`src/rtl/hazard_pkg.sv`:
```
// hazard_pkg: shared types for the pipeline hazard controller.
//   REG_W_DEFAULT : default register-address width (16-entry register file)
//   hz_state_t    : sequencer states
//   hz_ctrl_t     : the seven stall/flush bits, shared with the pipeline registers
package hazard_pkg;

  localparam int unsigned REG_W_DEFAULT = 4;

  typedef enum logic [1:0] {
    RUN      = 2'd0,
    MEM_WAIT = 2'd1,
    ERROR    = 2'd2
  } hz_state_t;

  typedef struct packed {
    logic stall_f;
    logic stall_d;
    logic stall_e;
    logic stall_m;
    logic flush_d;
    logic flush_e;
    logic flush_w;
  } hz_ctrl_t;

endpackage

```
`src/rtl/pipeline_hazard_ctrl_if.sv`:
```
// pipeline_hazard_ctrl_if: hazard-detection inputs and stall/flush/status outputs.
//   master : pipeline side (drives hazard inputs, receives controls)
//   slave  : hazard controller side
interface pipeline_hazard_ctrl_if #(
  parameter int unsigned REG_W = 4,
  parameter int unsigned CNT_W = 16
) ();

  logic [REG_W-1:0] rs2_d;
  logic [REG_W-1:0] rs3_d;
  logic             use_rs2_d;
  logic             use_rs3_d;
  logic [REG_W-1:0] dest_e;
  logic             regwrite_e;
  logic             is_load_e;
  logic             branch_taken_e;
  logic             mem_req_m;
  logic             mem_ready_m;
  logic             stall_f;
  logic             stall_d;
  logic             stall_e;
  logic             stall_m;
  logic             flush_d;
  logic             flush_e;
  logic             flush_w;
  logic             mem_err;
  logic [CNT_W-1:0] stall_cycles;
  logic [CNT_W-1:0] flush_count;

  modport master (
    output rs2_d, rs3_d, use_rs2_d, use_rs3_d, dest_e, regwrite_e, is_load_e,
           branch_taken_e, mem_req_m, mem_ready_m,
    input  stall_f, stall_d, stall_e, stall_m, flush_d, flush_e, flush_w, mem_err,
           stall_cycles, flush_count
  );

  modport slave (
    input  rs2_d, rs3_d, use_rs2_d, use_rs3_d, dest_e, regwrite_e, is_load_e,
           branch_taken_e, mem_req_m, mem_ready_m,
    output stall_f, stall_d, stall_e, stall_m, flush_d, flush_e, flush_w, mem_err,
           stall_cycles, flush_count
  );

endinterface

```
`src/rtl/mem_wait_timer.sv`:
```
// mem_wait_timer: counts consecutive wait cycles of a data-memory access.
//   clk, rst : clock, synchronous active-low reset
//   start    : access stalls from idle; counter loads 1
//   busy     : sequencer is waiting on memory
//   ready    : memory completes this cycle
//   timeout  : waiting, not ready, and counter has reached MEM_TIMEOUT
module mem_wait_timer #(
  parameter int unsigned MEM_TIMEOUT = 64
) (
  input  logic clk,
  input  logic rst,
  input  logic start,
  input  logic busy,
  input  logic ready,
  output logic timeout
);

  localparam int unsigned CntW = $clog2(MEM_TIMEOUT + 1);
  localparam logic [CntW-1:0] CntMax = CntW'(MEM_TIMEOUT);

  logic [CntW-1:0] cnt_q, cnt_d;

  always_comb begin
    cnt_d = cnt_q;
    if (start) begin
      cnt_d = CntW'(1);
    end else if (busy) begin
      if (ready) begin
        cnt_d = '0;
      end else if (cnt_q != CntMax) begin
        cnt_d = cnt_q + CntW'(1);
      end
    end
  end

  assign timeout = busy & ~ready & (cnt_q == CntMax);

  always_ff @(posedge clk) begin
    if (!rst) begin
      cnt_q <= '0;
    end else begin
      cnt_q <= cnt_d;
    end
  end

endmodule

```
`src/rtl/pipeline_hazard_ctrl.sv`:
```
// pipeline_hazard_ctrl: stall/flush sequencer for the 5-stage pipeline.
//   clk, rst : clock, synchronous active-low reset
//   hz       : hazard inputs (decode sources, execute dest/load/branch, memory
//              handshake) and outputs (per-stage stall/flush, sticky mem_err,
//              saturating stall_cycles / flush_count)
// Priority: memory stall > taken branch > load-use.
module pipeline_hazard_ctrl
  import hazard_pkg::*;
#(
  parameter int unsigned REG_W       = REG_W_DEFAULT,
  parameter int unsigned MEM_TIMEOUT = 64,
  parameter int unsigned CNT_W       = 16
) (
  input logic                   clk,
  input logic                   rst,
  pipeline_hazard_ctrl_if.slave hz
);

  localparam logic [CNT_W-1:0] CntMax = {CNT_W{1'b1}};

  hz_state_t        state_q, state_d;
  hz_ctrl_t         ctrl;
  logic [CNT_W-1:0] stall_cycles_q, stall_cycles_d;
  logic [CNT_W-1:0] flush_count_q, flush_count_d;
  logic [REG_W-1:0] dest_e;
  logic             in_err, mem_start, mem_stall, load_use, branch_flush, timeout;

  assign dest_e    = hz.dest_e;
  assign in_err    = (state_q == ERROR);
  assign mem_start = (state_q == RUN) & hz.mem_req_m & ~hz.mem_ready_m;
  assign mem_stall = mem_start | ((state_q == MEM_WAIT) & ~hz.mem_ready_m);
  assign load_use  = hz.is_load_e & hz.regwrite_e &
                     ((hz.use_rs2_d & (hz.rs2_d == dest_e)) |
                      (hz.use_rs3_d & (hz.rs3_d == dest_e)));
  assign branch_flush = rst & ~in_err & ~mem_stall & hz.branch_taken_e;

  mem_wait_timer #(
    .MEM_TIMEOUT(MEM_TIMEOUT)
  ) u_timer (
    .clk    (clk),
    .rst    (rst),
    .start  (mem_start),
    .busy   (state_q == MEM_WAIT),
    .ready  (hz.mem_ready_m),
    .timeout(timeout)
  );

  always_comb begin
    ctrl = '0;
    if (!rst) begin
      // A hung memory keeps the pipeline frozen until the reset edge lands.
      if (in_err) begin
        ctrl.stall_f = 1'b1;
        ctrl.stall_d = 1'b1;
        ctrl.stall_e = 1'b1;
        ctrl.stall_m = 1'b1;
      end
    end else if (in_err || mem_stall) begin
      ctrl.stall_f = 1'b1;
      ctrl.stall_d = 1'b1;
      ctrl.stall_e = 1'b1;
      ctrl.stall_m = 1'b1;
      ctrl.flush_w = 1'b1;
    end else if (hz.branch_taken_e) begin
      ctrl.flush_d = 1'b1;
      ctrl.flush_e = 1'b1;
    end else if (load_use) begin
      ctrl.stall_f = 1'b1;
      ctrl.stall_d = 1'b1;
      ctrl.flush_e = 1'b1;
    end
  end

  always_comb begin
    state_d = state_q;
    unique case (state_q)
      RUN:      if (mem_start) state_d = MEM_WAIT;
      MEM_WAIT: begin
        if (hz.mem_ready_m) state_d = RUN;
        else if (timeout)   state_d = ERROR;
      end
      ERROR:    state_d = ERROR;
      default:  state_d = RUN;
    endcase
  end

  always_comb begin
    stall_cycles_d = stall_cycles_q;
    flush_count_d  = flush_count_q;
    if (ctrl.stall_f && stall_cycles_q != CntMax) stall_cycles_d = stall_cycles_q + 1'b1;
    if (branch_flush && flush_count_q != CntMax)  flush_count_d  = flush_count_q + 1'b1;
  end

  always_ff @(posedge clk) begin
    if (!rst) begin
      state_q        <= RUN;
      stall_cycles_q <= '0;
      flush_count_q  <= '0;
    end else begin
      state_q        <= state_d;
      stall_cycles_q <= stall_cycles_d;
      flush_count_q  <= flush_count_d;
    end
  end

  assign hz.stall_f      = ctrl.stall_f;
  assign hz.stall_d      = ctrl.stall_d;
  assign hz.stall_e      = ctrl.stall_e;
  assign hz.stall_m      = ctrl.stall_m;
  assign hz.flush_d      = ctrl.flush_d;
  assign hz.flush_e      = ctrl.flush_e;
  assign hz.flush_w      = ctrl.flush_w;
  assign hz.mem_err      = in_err;
  assign hz.stall_cycles = stall_cycles_q;
  assign hz.flush_count  = flush_count_q;

endmodule

```
`src/flat_wrapper.sv`:
```
// flat-port wrapper written by rule: the top's interface ports become plain ports
module pipeline_hazard_ctrl_flat import hazard_pkg::*;
#(
  parameter int unsigned REG_W       = REG_W_DEFAULT,
  parameter int unsigned MEM_TIMEOUT = 64,
  parameter int unsigned CNT_W       = 16
)
  (clk, rst, hz_rs2_d, hz_rs3_d, hz_use_rs2_d, hz_use_rs3_d, hz_dest_e, hz_regwrite_e, hz_is_load_e, hz_branch_taken_e, hz_mem_req_m, hz_mem_ready_m, hz_stall_f, hz_stall_d, hz_stall_e, hz_stall_m, hz_flush_d, hz_flush_e, hz_flush_w, hz_mem_err, hz_stall_cycles, hz_flush_count);
  pipeline_hazard_ctrl_if #(.REG_W(REG_W), .CNT_W(CNT_W)) hz_i ();
  input logic clk;
  input logic rst;
  input wire logic [$bits(hz_i.rs2_d)-1:0] hz_rs2_d;
  input wire logic [$bits(hz_i.rs3_d)-1:0] hz_rs3_d;
  input wire logic [$bits(hz_i.use_rs2_d)-1:0] hz_use_rs2_d;
  input wire logic [$bits(hz_i.use_rs3_d)-1:0] hz_use_rs3_d;
  input wire logic [$bits(hz_i.dest_e)-1:0] hz_dest_e;
  input wire logic [$bits(hz_i.regwrite_e)-1:0] hz_regwrite_e;
  input wire logic [$bits(hz_i.is_load_e)-1:0] hz_is_load_e;
  input wire logic [$bits(hz_i.branch_taken_e)-1:0] hz_branch_taken_e;
  input wire logic [$bits(hz_i.mem_req_m)-1:0] hz_mem_req_m;
  input wire logic [$bits(hz_i.mem_ready_m)-1:0] hz_mem_ready_m;
  output wire logic [$bits(hz_i.stall_f)-1:0] hz_stall_f;
  output wire logic [$bits(hz_i.stall_d)-1:0] hz_stall_d;
  output wire logic [$bits(hz_i.stall_e)-1:0] hz_stall_e;
  output wire logic [$bits(hz_i.stall_m)-1:0] hz_stall_m;
  output wire logic [$bits(hz_i.flush_d)-1:0] hz_flush_d;
  output wire logic [$bits(hz_i.flush_e)-1:0] hz_flush_e;
  output wire logic [$bits(hz_i.flush_w)-1:0] hz_flush_w;
  output wire logic [$bits(hz_i.mem_err)-1:0] hz_mem_err;
  output wire logic [$bits(hz_i.stall_cycles)-1:0] hz_stall_cycles;
  output wire logic [$bits(hz_i.flush_count)-1:0] hz_flush_count;
  assign hz_i.rs2_d = hz_rs2_d;
  assign hz_i.rs3_d = hz_rs3_d;
  assign hz_i.use_rs2_d = hz_use_rs2_d;
  assign hz_i.use_rs3_d = hz_use_rs3_d;
  assign hz_i.dest_e = hz_dest_e;
  assign hz_i.regwrite_e = hz_regwrite_e;
  assign hz_i.is_load_e = hz_is_load_e;
  assign hz_i.branch_taken_e = hz_branch_taken_e;
  assign hz_i.mem_req_m = hz_mem_req_m;
  assign hz_i.mem_ready_m = hz_mem_ready_m;
  assign hz_stall_f = hz_i.stall_f;
  assign hz_stall_d = hz_i.stall_d;
  assign hz_stall_e = hz_i.stall_e;
  assign hz_stall_m = hz_i.stall_m;
  assign hz_flush_d = hz_i.flush_d;
  assign hz_flush_e = hz_i.flush_e;
  assign hz_flush_w = hz_i.flush_w;
  assign hz_mem_err = hz_i.mem_err;
  assign hz_stall_cycles = hz_i.stall_cycles;
  assign hz_flush_count = hz_i.flush_count;
  pipeline_hazard_ctrl #(.REG_W(REG_W), .MEM_TIMEOUT(MEM_TIMEOUT), .CNT_W(CNT_W)) u_core (.clk(clk), .rst(rst), .hz(hz_i));
endmodule
```
`config.mk`:
```
export PLATFORM = sky130hd
export DESIGN_NAME = pipeline_hazard_ctrl_flat
export DESIGN_NICKNAME = d
export VERILOG_FILES = /design/src/rtl/hazard_pkg.sv /design/src/rtl/pipeline_hazard_ctrl_if.sv /design/src/rtl/mem_wait_timer.sv /design/src/rtl/pipeline_hazard_ctrl.sv /design/src/flat_wrapper.sv
export SDC_FILE = /design/constraint.sdc
export NUM_CORES = 1
export LEC_CHECK = 0
export CAP_MARGIN = 20
export CORE_ASPECT_RATIO = 1.4
export CORE_MARGIN = 4
export CORE_UTILIZATION = 48
export DETAILED_ROUTE_END_ITERATION = 10
export GPL_ROUTABILITY_DRIVEN = 1
export PLACE_DENSITY_LB_ADDON = 0.08
export SYNTH_ARGS = -nofsm -noshare
export SYNTH_HDL_FRONTEND = slang
export SYNTH_SLANG_ARGS = --single-unit
```
`constraint.sdc`:
```
create_clock -name clk -period 2.5 [get_ports clk]
set_clock_uncertainty 0.2 [all_clocks]
set_input_delay 0.5 -clock clk [delete_from_list [all_inputs] [get_ports clk]]
set_output_delay 0.5 -clock clk [all_outputs]
set_load 0.05 [all_outputs]
```
==> flow_summary.json <==
{
  "fill_cells": 365,
  "drv_slew": 0,
  "rsz0062_at_grt": "false",
  "synthTopCellsByArea": "dfxtp_1, nand2_1, a21oi_1, mux2i_1, xnor2_1",
  "netlist_instances": 276,
  "ys_warn_count": 0,
  "busiest_layer": "met2",
  "grt_use_total_pct": 22.00,
  "critical_path_peak_fanout": 2,
  "cts_made_buffers": 5,
  "drtAntennaViolNets": 0,
  "relSlewSlack_pct": 64.60,
  "wire_per_inst_um": 14.20,
  "leakage_uw": 0.001231,
  "grt_pass1_vias": 2238,
  "htreeDepth": 2,
  "cts_root_buf": "clkbuf_8",
  "use_met1_pct": 25.54,
  "clockPowerShare_pct": 37.5,
  "use_met2_pct": 38.87,
  "p_int_uw": 1052,
  "antenna_cells": 0,
  "grt_antenna_before_repair": 0,
  "placed_area_sq_mm": 0.003075,
  "crit_required_ns": 1.80,
  "drt-pass1-iter-count": 4,
  "grt_max_degree": 22,
  "synth_seq_area_share_pct": 36.38,
  "p_total_uw": 1407,
  "place_congestion": 0.8562,
  "use_met3_pct": 4.906,
  "drt-initial-drc-count": 135,
  "async_reset_ff_share_pct": 0,
  "synth_nets": 301,
  "finalCritPeriodShare_pct": 97.85,
  "clockBufferDepth": 2,
  "cts.sinks": 41,
  "synth_top_area_cell": "dfxtp_1",
  "die_y_um": 89.12,
  "switching_share_pct": 25.23,
  "setup_viol": 0,
  "drc": 0,
  "synth-main-ff-cell": "dfxtp_1",
  "startpoint": "hz_regwrite_e",
  "hold_slack_ns": 0.2951,
  "ir_worst_vdd_uv": 465.2,
  "overflow": 0,
  "path_class": "primary input to primary output",
  "arrival_ns": 1.75,
  "die_w_um": 65.94,
  "hp-class": "flop to flop",
  "synth_top_area_share_pct": 36.38,
  "post_synth_num_cell_types": 47,
  "power_frac_comb_pct": 15.2,
  "initial_core_util_pct": 49.74,
  "synth_most_common_cell": "dfxtp_1",
  "hold_viol_final": 0,
  "hpwl_um": 4206,
  "hold_path.startpoint": "u_core.hz.flush_count[5]$_SDFFE_PN0P_",
  "rows": 29,
  "dieArea_sq_mm": 0.005876,
  "port_buffers": 60,
  "cts.clk_slew.worst_paths_ns": 0.07,
  "p_sw_uw": 354.9,
  "wl_um": 5895,
  "viasPerCell": 5.489,
  "fin_area_sq_mm": 0.003294,
  "grt_pass1_wl_um": 10120,
  "io_pins": 61,
  "seqPwrFrac_pct": 47.3,
  "synth_area_sq_mm": 0.002256,
  "hold_buffers": 0,
  "nets": 378,
  "cts_tree": "built",
  "outcome": "finished clean",
  "power_density_mw_per_mm2": 427.1,
  "final_cells": 415,
  "fin_util_pct": 72.63,
  "syn_to_final_growth_pct": 46.03,
  "worstMarginPinSlew_ns": 0.5294,
  "crit_path_start_kind": "primary input",
  "num_vias": 2278,
  "synth_seq_cells": 41,
  "crit_path_end_kind": "primary output",
  "timing.fmax_mhz": 408.8,
  "drive_above_1_share_pct": 14.16,
  "clk_latency_ns": 0.30,
  "dp.cells": 406,
  "avgSynthCellArea_sq_um": 8.174,
  "maxCapViolations": 0,
  "r2r_start": "u_core.state_q[0]$_SDFFE_PN0P_",
  "synth_edf_count": 0,
  "synth_common_cells": "dfxtp_1, nand2_1, a21oi_1",
  "core_sq_mm": 0.004536,
  "timing.final.crit_period_ns": 2.446
}
[power by group through the flow]
stage               clock network (uW)  logic (uW)  registers [uW]
floorplan                            0        91.5             690
global placement                     0         193             681
detailed placement                   0         195             681
CTS                                536         209             665
global route                       561         229             667
finish                             528         214             666
[kinds of logic (layout without fill, tap and decap cells)]
family / after synthesis / in the layout / share of synthesized area (%)
adders and majority gates: 4 / 4 / 2.219
buffers and inverters: 19 / 96 / 3.882
muxes: 10 / 10 / 4.437
and+or+nand+nor: 128 / 128 / 31.23
xor gates and xnor gates: 17 / 17 / 6.600
AOI/OAI and AO/OA: 57 / 57 / 15.25
DFF: 41 / 41 / 36.38
[timing repair]
item | in CTS | in global routing
cloned | 1 | 0
buffers inserted | 1 | 0
pin swaps | 10 | 7
setup endpoints to repair | 4 | 3
resized for setup | 23 | 9
[area by class of cell]
class,count,area (sq um),share of cell area [%]
Clock buffer,5,68.82,2.089
Clock inverter,2,35.03,1.063
Inverter,9,36.28,1.101
Multi-Input combinational cell,216,1418,43.03
Sequential cell,41,820.8,24.91
Tap cell,62,77.57,2.355
Timing Repair Buffer,80,838.3,25.45
[layer usage]
| metal | up-vias | part of all wire (%) | wire length [um] |
|---|---|---|---|
| li1 | 1140 | - | - |
| met1 | 1075 | 42 | 2486 |
| met2 | 55 | 51 | 3026 |
| met3 | 8 | 4.4 | 257 |
| met4 | 0 | 2.1 | 126 |
| met5 | - | 0 | 0 |
[cell usage in the layout (no fill, tap or decap), drive strengths merged, types with 4 or more instances in the layout]
| master | instances |
|---|---|
| and3 | 8 |
| mux2i | 10 |
| buf | 27 |
| xnor2 | 11 |
| a21oi | 23 |
| dfxtp | 41 |
| xor2 | 6 |
| nand2 | 32 |
| dlymetal6s2s | 4 |
| inv | 9 |
| o21ai | 13 |
| nand3 | 15 |
| nand4 | 11 |
| ha | 4 |
| dlygate4sd2 | 10 |
| o21a | 4 |
| nand2b | 7 |
| clkdlybuf4s50 | 38 |
| or4 | 4 |
| clkbuf | 5 |
| or3 | 10 |
| nor2 | 21 |
[flip-flops by register name, summed over array words and instances (netlist names)]
register,count
u_core.hz.flush_count,16
u_core.hz.stall_cycles,16
u_core.state_q,2
u_core.u_timer.cnt_q,7
[metrics by stage]
step                setup WS, ns   TNS [ns]
detailed placement       -0.3271     -4.053
global placement         -0.2944     -3.305
global route             0.02141          0
finish                   0.05365          0
floorplan              -0.009930  -0.009930
CTS                      0.01157          0
[path summary, 6_finish.rpt]
path	slack, ns	endpoint	depth (start not counted)
setup / recovery	0.05	hz_flush_e	5
hold / removal	0.30	u_core.hz.flush_count[5]$_SDFFE_PN0P_	2
setup reg to reg	0.38	u_core.hz.stall_cycles[10]$_SDFFE_PN0P_	7
hold reg to reg	0.30	u_core.hz.flush_count[5]$_SDFFE_PN0P_	2
[critical path, stage by stage]
cell and delay [ns]:
clkdlybuf4s50_1 0.47, nand2_2 0.08, a2111oi_4 0.33, a21o_1 0.21, buf_12 0.15
(Power assumes the default switching activity.)
